$ cat config.mk
export PLATFORM = sky130hd
export DESIGN_NAME = temp_alarm_ctrl_flat
export DESIGN_NICKNAME = d
export VERILOG_FILES = /design/src/rtl/temp_alarm_if.sv /design/src/rtl/temp_alarm_ctrl.sv /design/src/flat_wrapper.sv
export SDC_FILE = /design/constraint.sdc
export NUM_CORES = 1
export LEC_CHECK = 0
export ABC_CLOCK_PERIOD_IN_PS = 5600
export CAP_MARGIN = 20
export CORE_ASPECT_RATIO = 1.25
export CORE_UTILIZATION = 48
export DETAILED_ROUTE_END_ITERATION = 8
export PLACE_DENSITY = 0.71
export REMOVE_ABC_BUFFERS = 1
export SYNTH_ARGS = -nofsm -noshare
export SYNTH_HDL_FRONTEND = slang
export SYNTH_SLANG_ARGS = --single-unit
$ cat constraint.sdc
create_clock -name clk -period 5.6 [get_ports clk]
set_input_delay 0.84 -clock clk [delete_from_list [all_inputs] [get_ports clk]]
set_output_delay 0.84 -clock clk [all_outputs]
set_load 0.02 [all_outputs]
$ cat src/rtl/temp_alarm_if.sv
// temp_alarm_if: sample, ack and buzzer-command bundle for temp_alarm_ctrl.
//   master : sensor/operator side (drives temp_valid, temp_data, ack)
//   slave  : temp_alarm_ctrl (drives acionar, alarm_active, muted)
// Optional TEMP_ALARM_PEAK_EN adds peak_clr (master->slave) and
// peak_temp (slave->master).
interface temp_alarm_if;
    logic       temp_valid;
    logic [7:0] temp_data;
    logic       ack;
    logic [1:0] acionar;
    logic       alarm_active;
    logic       muted;
`ifdef TEMP_ALARM_PEAK_EN
    logic [7:0] peak_temp;
    logic       peak_clr;

    modport master (
        output temp_valid, temp_data, ack, peak_clr,
        input  acionar, alarm_active, muted, peak_temp
    );
    modport slave (
        input  temp_valid, temp_data, ack, peak_clr,
        output acionar, alarm_active, muted, peak_temp
    );
`else
    modport master (
        output temp_valid, temp_data, ack,
        input  acionar, alarm_active, muted
    );
    modport slave (
        input  temp_valid, temp_data, ack,
        output acionar, alarm_active, muted
    );
`endif
endinterface

$ cat src/rtl/temp_alarm_ctrl.sv
// temp_alarm_ctrl: hysteresis + persistence temperature alarm classifier
// feeding the buzzer driver, with operator mute and mute timeout.
// Ports:
//   clk    : system clock
//   rst    : asynchronous active-high reset
//   if_bus : temp_alarm_if.slave
//            in : temp_valid, temp_data[7:0], ack (level, edge-detected)
//            out: acionar[1:0] (01 hot, 10 cold, 00 off), alarm_active, muted
// Optional feature macro TEMP_ALARM_PEAK_EN: adds peak_clr in / peak_temp out,
// the per-episode extreme sample (max in HOT, min in COLD).
module temp_alarm_ctrl #(
    parameter logic [7:0]  HOT_ON      = 8'd40,
    parameter logic [7:0]  HOT_OFF     = 8'd37,
    parameter logic [7:0]  COLD_ON     = 8'd10,
    parameter logic [7:0]  COLD_OFF    = 8'd13,
    parameter int unsigned PERSIST     = 4,
    parameter logic [31:0] MUTE_CYCLES = 32'd500_000_000
) (
    input  logic         clk,
    input  logic         rst,
    temp_alarm_if.slave  if_bus
);

    typedef enum logic [2:0] {
        S_NORMAL,
        S_HOT_PEND,
        S_HOT,
        S_COLD_PEND,
        S_COLD
    } state_t;

    localparam logic [3:0] PERSIST_C = 4'(PERSIST);

    state_t      r_state, w_state_nxt;
    logic [3:0]  r_cnt, w_cnt_nxt;
    logic [31:0] r_mute_tmr;
    logic        r_muted;
    logic        r_ack_d;

    logic        w_hot_smp, w_cold_smp;
    logic        w_in_alarm, w_leave, w_ack_rise;

    assign w_hot_smp  = (if_bus.temp_data >= HOT_ON);
    assign w_cold_smp = (if_bus.temp_data <= COLD_ON);
    assign w_in_alarm = (r_state == S_HOT) || (r_state == S_COLD);
    assign w_leave    = w_in_alarm && (w_state_nxt == S_NORMAL);
    assign w_ack_rise = if_bus.ack && !r_ack_d;

    always_ff @(posedge clk or posedge rst) begin
        if (rst) begin
            r_state <= S_NORMAL;
            r_cnt   <= 4'd0;
        end else begin
            r_state <= w_state_nxt;
            r_cnt   <= w_cnt_nxt;
        end
    end

    // Next state only moves on a valid sample. A pending run broken by any
    // non-qualifying sample drops to NORMAL; the breaking sample is not
    // re-classified, so a cold sample in HOT_PEND does not start COLD_PEND.
    always_comb begin
        w_state_nxt = r_state;
        w_cnt_nxt   = r_cnt;
        if (if_bus.temp_valid) begin
            case (r_state)
                S_NORMAL: begin
                    if (w_hot_smp) begin
                        if (PERSIST_C == 4'd1) begin
                            w_state_nxt = S_HOT;
                        end else begin
                            w_state_nxt = S_HOT_PEND;
                            w_cnt_nxt   = 4'd1;
                        end
                    end else if (w_cold_smp) begin
                        if (PERSIST_C == 4'd1) begin
                            w_state_nxt = S_COLD;
                        end else begin
                            w_state_nxt = S_COLD_PEND;
                            w_cnt_nxt   = 4'd1;
                        end
                    end
                end
                S_HOT_PEND: begin
                    if (w_hot_smp) begin
                        if (r_cnt + 4'd1 == PERSIST_C) begin
                            w_state_nxt = S_HOT;
                            w_cnt_nxt   = 4'd0;
                        end else begin
                            w_cnt_nxt   = r_cnt + 4'd1;
                        end
                    end else begin
                        w_state_nxt = S_NORMAL;
                        w_cnt_nxt   = 4'd0;
                    end
                end
                S_COLD_PEND: begin
                    if (w_cold_smp) begin
                        if (r_cnt + 4'd1 == PERSIST_C) begin
                            w_state_nxt = S_COLD;
                            w_cnt_nxt   = 4'd0;
                        end else begin
                            w_cnt_nxt   = r_cnt + 4'd1;
                        end
                    end else begin
                        w_state_nxt = S_NORMAL;
                        w_cnt_nxt   = 4'd0;
                    end
                end
                S_HOT: begin
                    if (if_bus.temp_data <= HOT_OFF) w_state_nxt = S_NORMAL;
                end
                S_COLD: begin
                    if (if_bus.temp_data >= COLD_OFF) w_state_nxt = S_NORMAL;
                end
                default: begin
                    w_state_nxt = S_NORMAL;
                    w_cnt_nxt   = 4'd0;
                end
            endcase
        end
    end

    // Mute: leaving the alarm has priority over an ack edge, so an episode
    // never ends muted and the next one always starts audible. The ack edge
    // is judged against the registered state, so an ack on the entry cycle
    // is ignored.
    always_ff @(posedge clk or posedge rst) begin
        if (rst) begin
            r_ack_d    <= 1'b0;
            r_muted    <= 1'b0;
            r_mute_tmr <= 32'd0;
        end else begin
            r_ack_d <= if_bus.ack;
            if (w_leave) begin
                r_muted    <= 1'b0;
                r_mute_tmr <= 32'd0;
            end else if (w_ack_rise && w_in_alarm) begin
                r_muted    <= 1'b1;
                r_mute_tmr <= MUTE_CYCLES - 32'd1;
            end else if (r_muted) begin
                if (r_mute_tmr == 32'd0) r_muted    <= 1'b0;
                else                     r_mute_tmr <= r_mute_tmr - 32'd1;
            end
        end
    end

    // Decoded purely from registers: no path from inputs to outputs.
    assign if_bus.alarm_active = w_in_alarm;
    assign if_bus.muted        = r_muted;
    assign if_bus.acionar      = r_muted              ? 2'b00 :
                                 (r_state == S_HOT)  ? 2'b01 :
                                 (r_state == S_COLD) ? 2'b10 : 2'b00;

`ifdef TEMP_ALARM_PEAK_EN
    logic [7:0] r_peak;

    // Loaded with the entering sample, tracked while in the alarm, and held
    // after the episode ends so the display can still show it.
    always_ff @(posedge clk or posedge rst) begin
        if (rst) begin
            r_peak <= 8'd0;
        end else if (if_bus.peak_clr) begin
            r_peak <= 8'd0;
        end else if (if_bus.temp_valid) begin
            if ((w_state_nxt == S_HOT) && (r_state != S_HOT))
                r_peak <= if_bus.temp_data;
            else if ((w_state_nxt == S_COLD) && (r_state != S_COLD))
                r_peak <= if_bus.temp_data;
            else if ((r_state == S_HOT) && (if_bus.temp_data > r_peak))
                r_peak <= if_bus.temp_data;
            else if ((r_state == S_COLD) && (if_bus.temp_data < r_peak))
                r_peak <= if_bus.temp_data;
        end
    end

    assign if_bus.peak_temp = r_peak;
`endif

endmodule
$ cat src/flat_wrapper.sv
// flat-port wrapper written by rule: the top's interface ports become plain ports
module temp_alarm_ctrl_flat 
#(
    parameter logic [7:0]  HOT_ON      = 8'd40,
    parameter logic [7:0]  HOT_OFF     = 8'd37,
    parameter logic [7:0]  COLD_ON     = 8'd10,
    parameter logic [7:0]  COLD_OFF    = 8'd13,
    parameter int unsigned PERSIST     = 4,
    parameter logic [31:0] MUTE_CYCLES = 32'd500_000_000
)
  (clk, rst, if_bus_temp_valid, if_bus_temp_data, if_bus_ack, if_bus_acionar, if_bus_alarm_active, if_bus_muted);
  temp_alarm_if if_bus_i ();
  input  logic clk;
  input  logic rst;
  input wire logic [$bits(if_bus_i.temp_valid)-1:0] if_bus_temp_valid;
  input wire logic [$bits(if_bus_i.temp_data)-1:0] if_bus_temp_data;
  input wire logic [$bits(if_bus_i.ack)-1:0] if_bus_ack;
  output wire logic [$bits(if_bus_i.acionar)-1:0] if_bus_acionar;
  output wire logic [$bits(if_bus_i.alarm_active)-1:0] if_bus_alarm_active;
  output wire logic [$bits(if_bus_i.muted)-1:0] if_bus_muted;
  assign if_bus_i.temp_valid = if_bus_temp_valid;
  assign if_bus_i.temp_data = if_bus_temp_data;
  assign if_bus_i.ack = if_bus_ack;
  assign if_bus_acionar = if_bus_i.acionar;
  assign if_bus_alarm_active = if_bus_i.alarm_active;
  assign if_bus_muted = if_bus_i.muted;
  temp_alarm_ctrl #(.HOT_ON(HOT_ON), .HOT_OFF(HOT_OFF), .COLD_ON(COLD_ON), .COLD_OFF(COLD_OFF), .PERSIST(PERSIST), .MUTE_CYCLES(MUTE_CYCLES)) u_core (.clk(clk), .rst(rst), .if_bus(if_bus_i));
endmodule
==> out/results.ini <==
[placed_design]
routabilityCongestion=0.887
dpl.cell_count=327
portBuffers=15
dp_hpwl_mm=3.50

[die]
pin_count=16
initial_core_util_pct=50.6
design.core.area_um2=4760
fp.dieH_um=81.2
std_cell_rows=28
fp.dieW_um=65.4
dieArea_um2=5310

[global_routing]
use_met3_pct=4.07
grt_busiest_layer=met2
grt_usage_pct=20.9
grt_pass1_vias=1894
grt_util_met2_pct=36.5
grt_antenna_before_repair=0
gr-total-overflow=0
grt_first_pass_wirelength_mm=8.55
grt_max_degree=42
use_met1_pct=25.2

[layout]
drive_above_1_share_pct=9.09
syn_to_final_growth_pct=13.9
stdcell_count=335
final_core_util_pct=57.6
layout_common_cells=dfrtp_1, nor3_1, a21oi_1, nor2_1, xnor2_1
nFillCells=453
final_nets=288
diodes=0
final_common_cell=dfrtp_1

[routing]
vias=2019
wirelength_mm=5.05
drc=0
first_pass_iters=4
routedWlPerCell_um=15.1
first_iter_violations=75
ant_nets=0
vias_per_cell=6.03

[logic_synthesis]
synth_flop_cell=dfrtp_1
syn_avg_cell_area_um2=9.31
synth_cell_types=48
syn_inst=259
ys_seq_elements=41
ys_seq_area_share_pct=42.6
synth-edff-count=0
ys.warnings.count=0
synthArstFlopShare_pct=100
synth_area_um2=2410

[power_and_ir_drop]
comb_power_share_pct=40.3
p_leak_uw=0.00108
intPower_uw=798
ir_drop_mv=0.215
pwr-share-seq_pct=41.1
p_sw_uw=540
clockPowerShare_pct=18.6
swShare_pct=40.3
p_per_area_nw_per_um2=487

[sta]
max_freq_ghz=0.336
min_period_over_period_pct=53.1
relSlewSlack_pct=39.8
report.final.hold_viol_count=0
tns_ps=0
tightest_slew_ps=900
finalSetupViolations=0
drv_slew=0
finalClockSkew_ps=7.85
finalCriticalPeriod_ps=2970
rsz0062_at_grt=no

[setup_path]
path_class=primary input to flip-flop
crit_buf_inv=2
cp_slowest_cell=or4_1
required_ps=5800
cp_top_family=simple AND/OR/NAND/NOR gates
crit_chain=clkdlybuf4s50_1 > or4_1 > a21oi_2 > nor4b_2 > o31ai_1 > and3b_1 > buf_4 > nor3_1
slowest_delay_ps=560
cp_max_fo=33
worstPathArrival_ps=3170
start_kind=primary input
critPathCaptureType=flip-flop

[hold_path]
min_path_type=flip-flop to flip-flop

[clock_network]
postCtsHoldBufs=0
postCtsSetupBuffers=0
cts_max_path_buffers=2
clockRootBuffer=clkbuf_8
clk_pin_slew_worst_paths_ps=80
cts_resized=0
cts-buffers-inserted=5
clk-insertion-delay-late_ps=300
htreeDepth=2
clock-sinks=41
cts_tree=done

[outcome]
outcome=finished clean

[run]
cap_viol_max_count=0

-- worst paths after layout --
| kind | from | to | slack (ps) | cells past startpoint |
|---|---|---|---|---|
| worst max-delay path | if_bus_temp_data[4] | u_core.r_mute_tmr[9] | 2630 | 8 |
| worst min-delay path | u_core.r_cnt[1] | u_core.r_cnt[1] | 540 | 1 |
| worst max register to register | u_core.r_mute_tmr[0] | u_core.r_mute_tmr[13] | 2870 | 8 |
| worst min register to register | u_core.r_cnt[1] | u_core.r_cnt[1] | 540 | 1 |
| max in group asynchronous | rst | u_core.r_mute_tmr[27] | 4270 | 3 |
| min in group asynchronous | rst | u_core.r_mute_tmr[11] | 960 | 3 |
-- final cells by class --
type | instances | area, µm² | area share (%)
multi-input cells | 201 | 1330 | 48.3
inverters | 7 | 26.3 | 0.957
repair buffers | 18 | 173 | 6.29
well taps | 60 | 75.1 | 2.73
flip-flops and latches | 41 | 1030 | 37.4
clock inverters | 2 | 37.5 | 1.37
clock buffers | 6 | 82.6 | 3.01
-- power groups by stage --
stage / Clock [µW] / Sequential, µW / Combinational (µW)
4_1_cts: 254 / 546 / 538
5_1_grt: 266 / 567 / 602
3_3_place_gp: 0 / 549 / 524
2_1_floorplan: 0 / 524 / 418
3_5_place_dp: 0 / 552 / 533
6_report: 249 / 550 / 539
-- stage by stage --
| step | hold slack (ps) | worst slack, ps | total power [µW] | cell area (µm²) |
|---|---|---|---|---|
| after floorplan | 492 | 2850 | 942 | 2370 |
| after global routing | 563 | 2430 | 1440 | 2750 |
| after detailed placement | 523 | 2340 | 1080 | 2630 |
| final | 536 | 2630 | 1340 | 2750 |
| after CTS | 542 | 2640 | 1340 | 2750 |
| after global placement | 501 | 2410 | 1070 | 2630 |
-- sequential cells by signal, summed over array words and instances, names as in the netlist --
register             cells
u_core.if_bus.muted      1
u_core.r_ack_d           1
u_core.r_cnt             4
u_core.r_mute_tmr       32
u_core.r_state           3
-- cell families after synthesis --
| family | share of synthesized area, % |
|---|---|
| simple gates | 28.0 |
| buf+inv | 2.75 |
| xor+xnor | 10.2 |
| mux | 1.25 |
| fa+ha+maj | 1.04 |
| flops | 42.6 |
| compound gates | 14.2 |
-- Yosys cell counts, types with 6 or more instances --
cell type   n  area share [%]
nor4_1      7             1.8
or4_1       6             1.9
nand3_1     7             1.5
clkbuf_1    8             1.2
xor2_1     12             4.4
xnor2_1    16             5.8
o21ai_0     6             1.2
nand2_1    13             2.0
nor3_1     25             5.2
dfrtp_1    41              43
nor2_1     21             3.3
a21oi_1    23             4.8
inv_1       7             1.1
-- per-layer routing --
metal / share of wire (%) / up-vias
met5: 0 / -
met4: 1.3 / 0
met3: 2.8 / 8
met2: 52 / 40
met1: 44 / 985
li1: - / 986
Note: power is estimated with default switching activity, not from simulation.
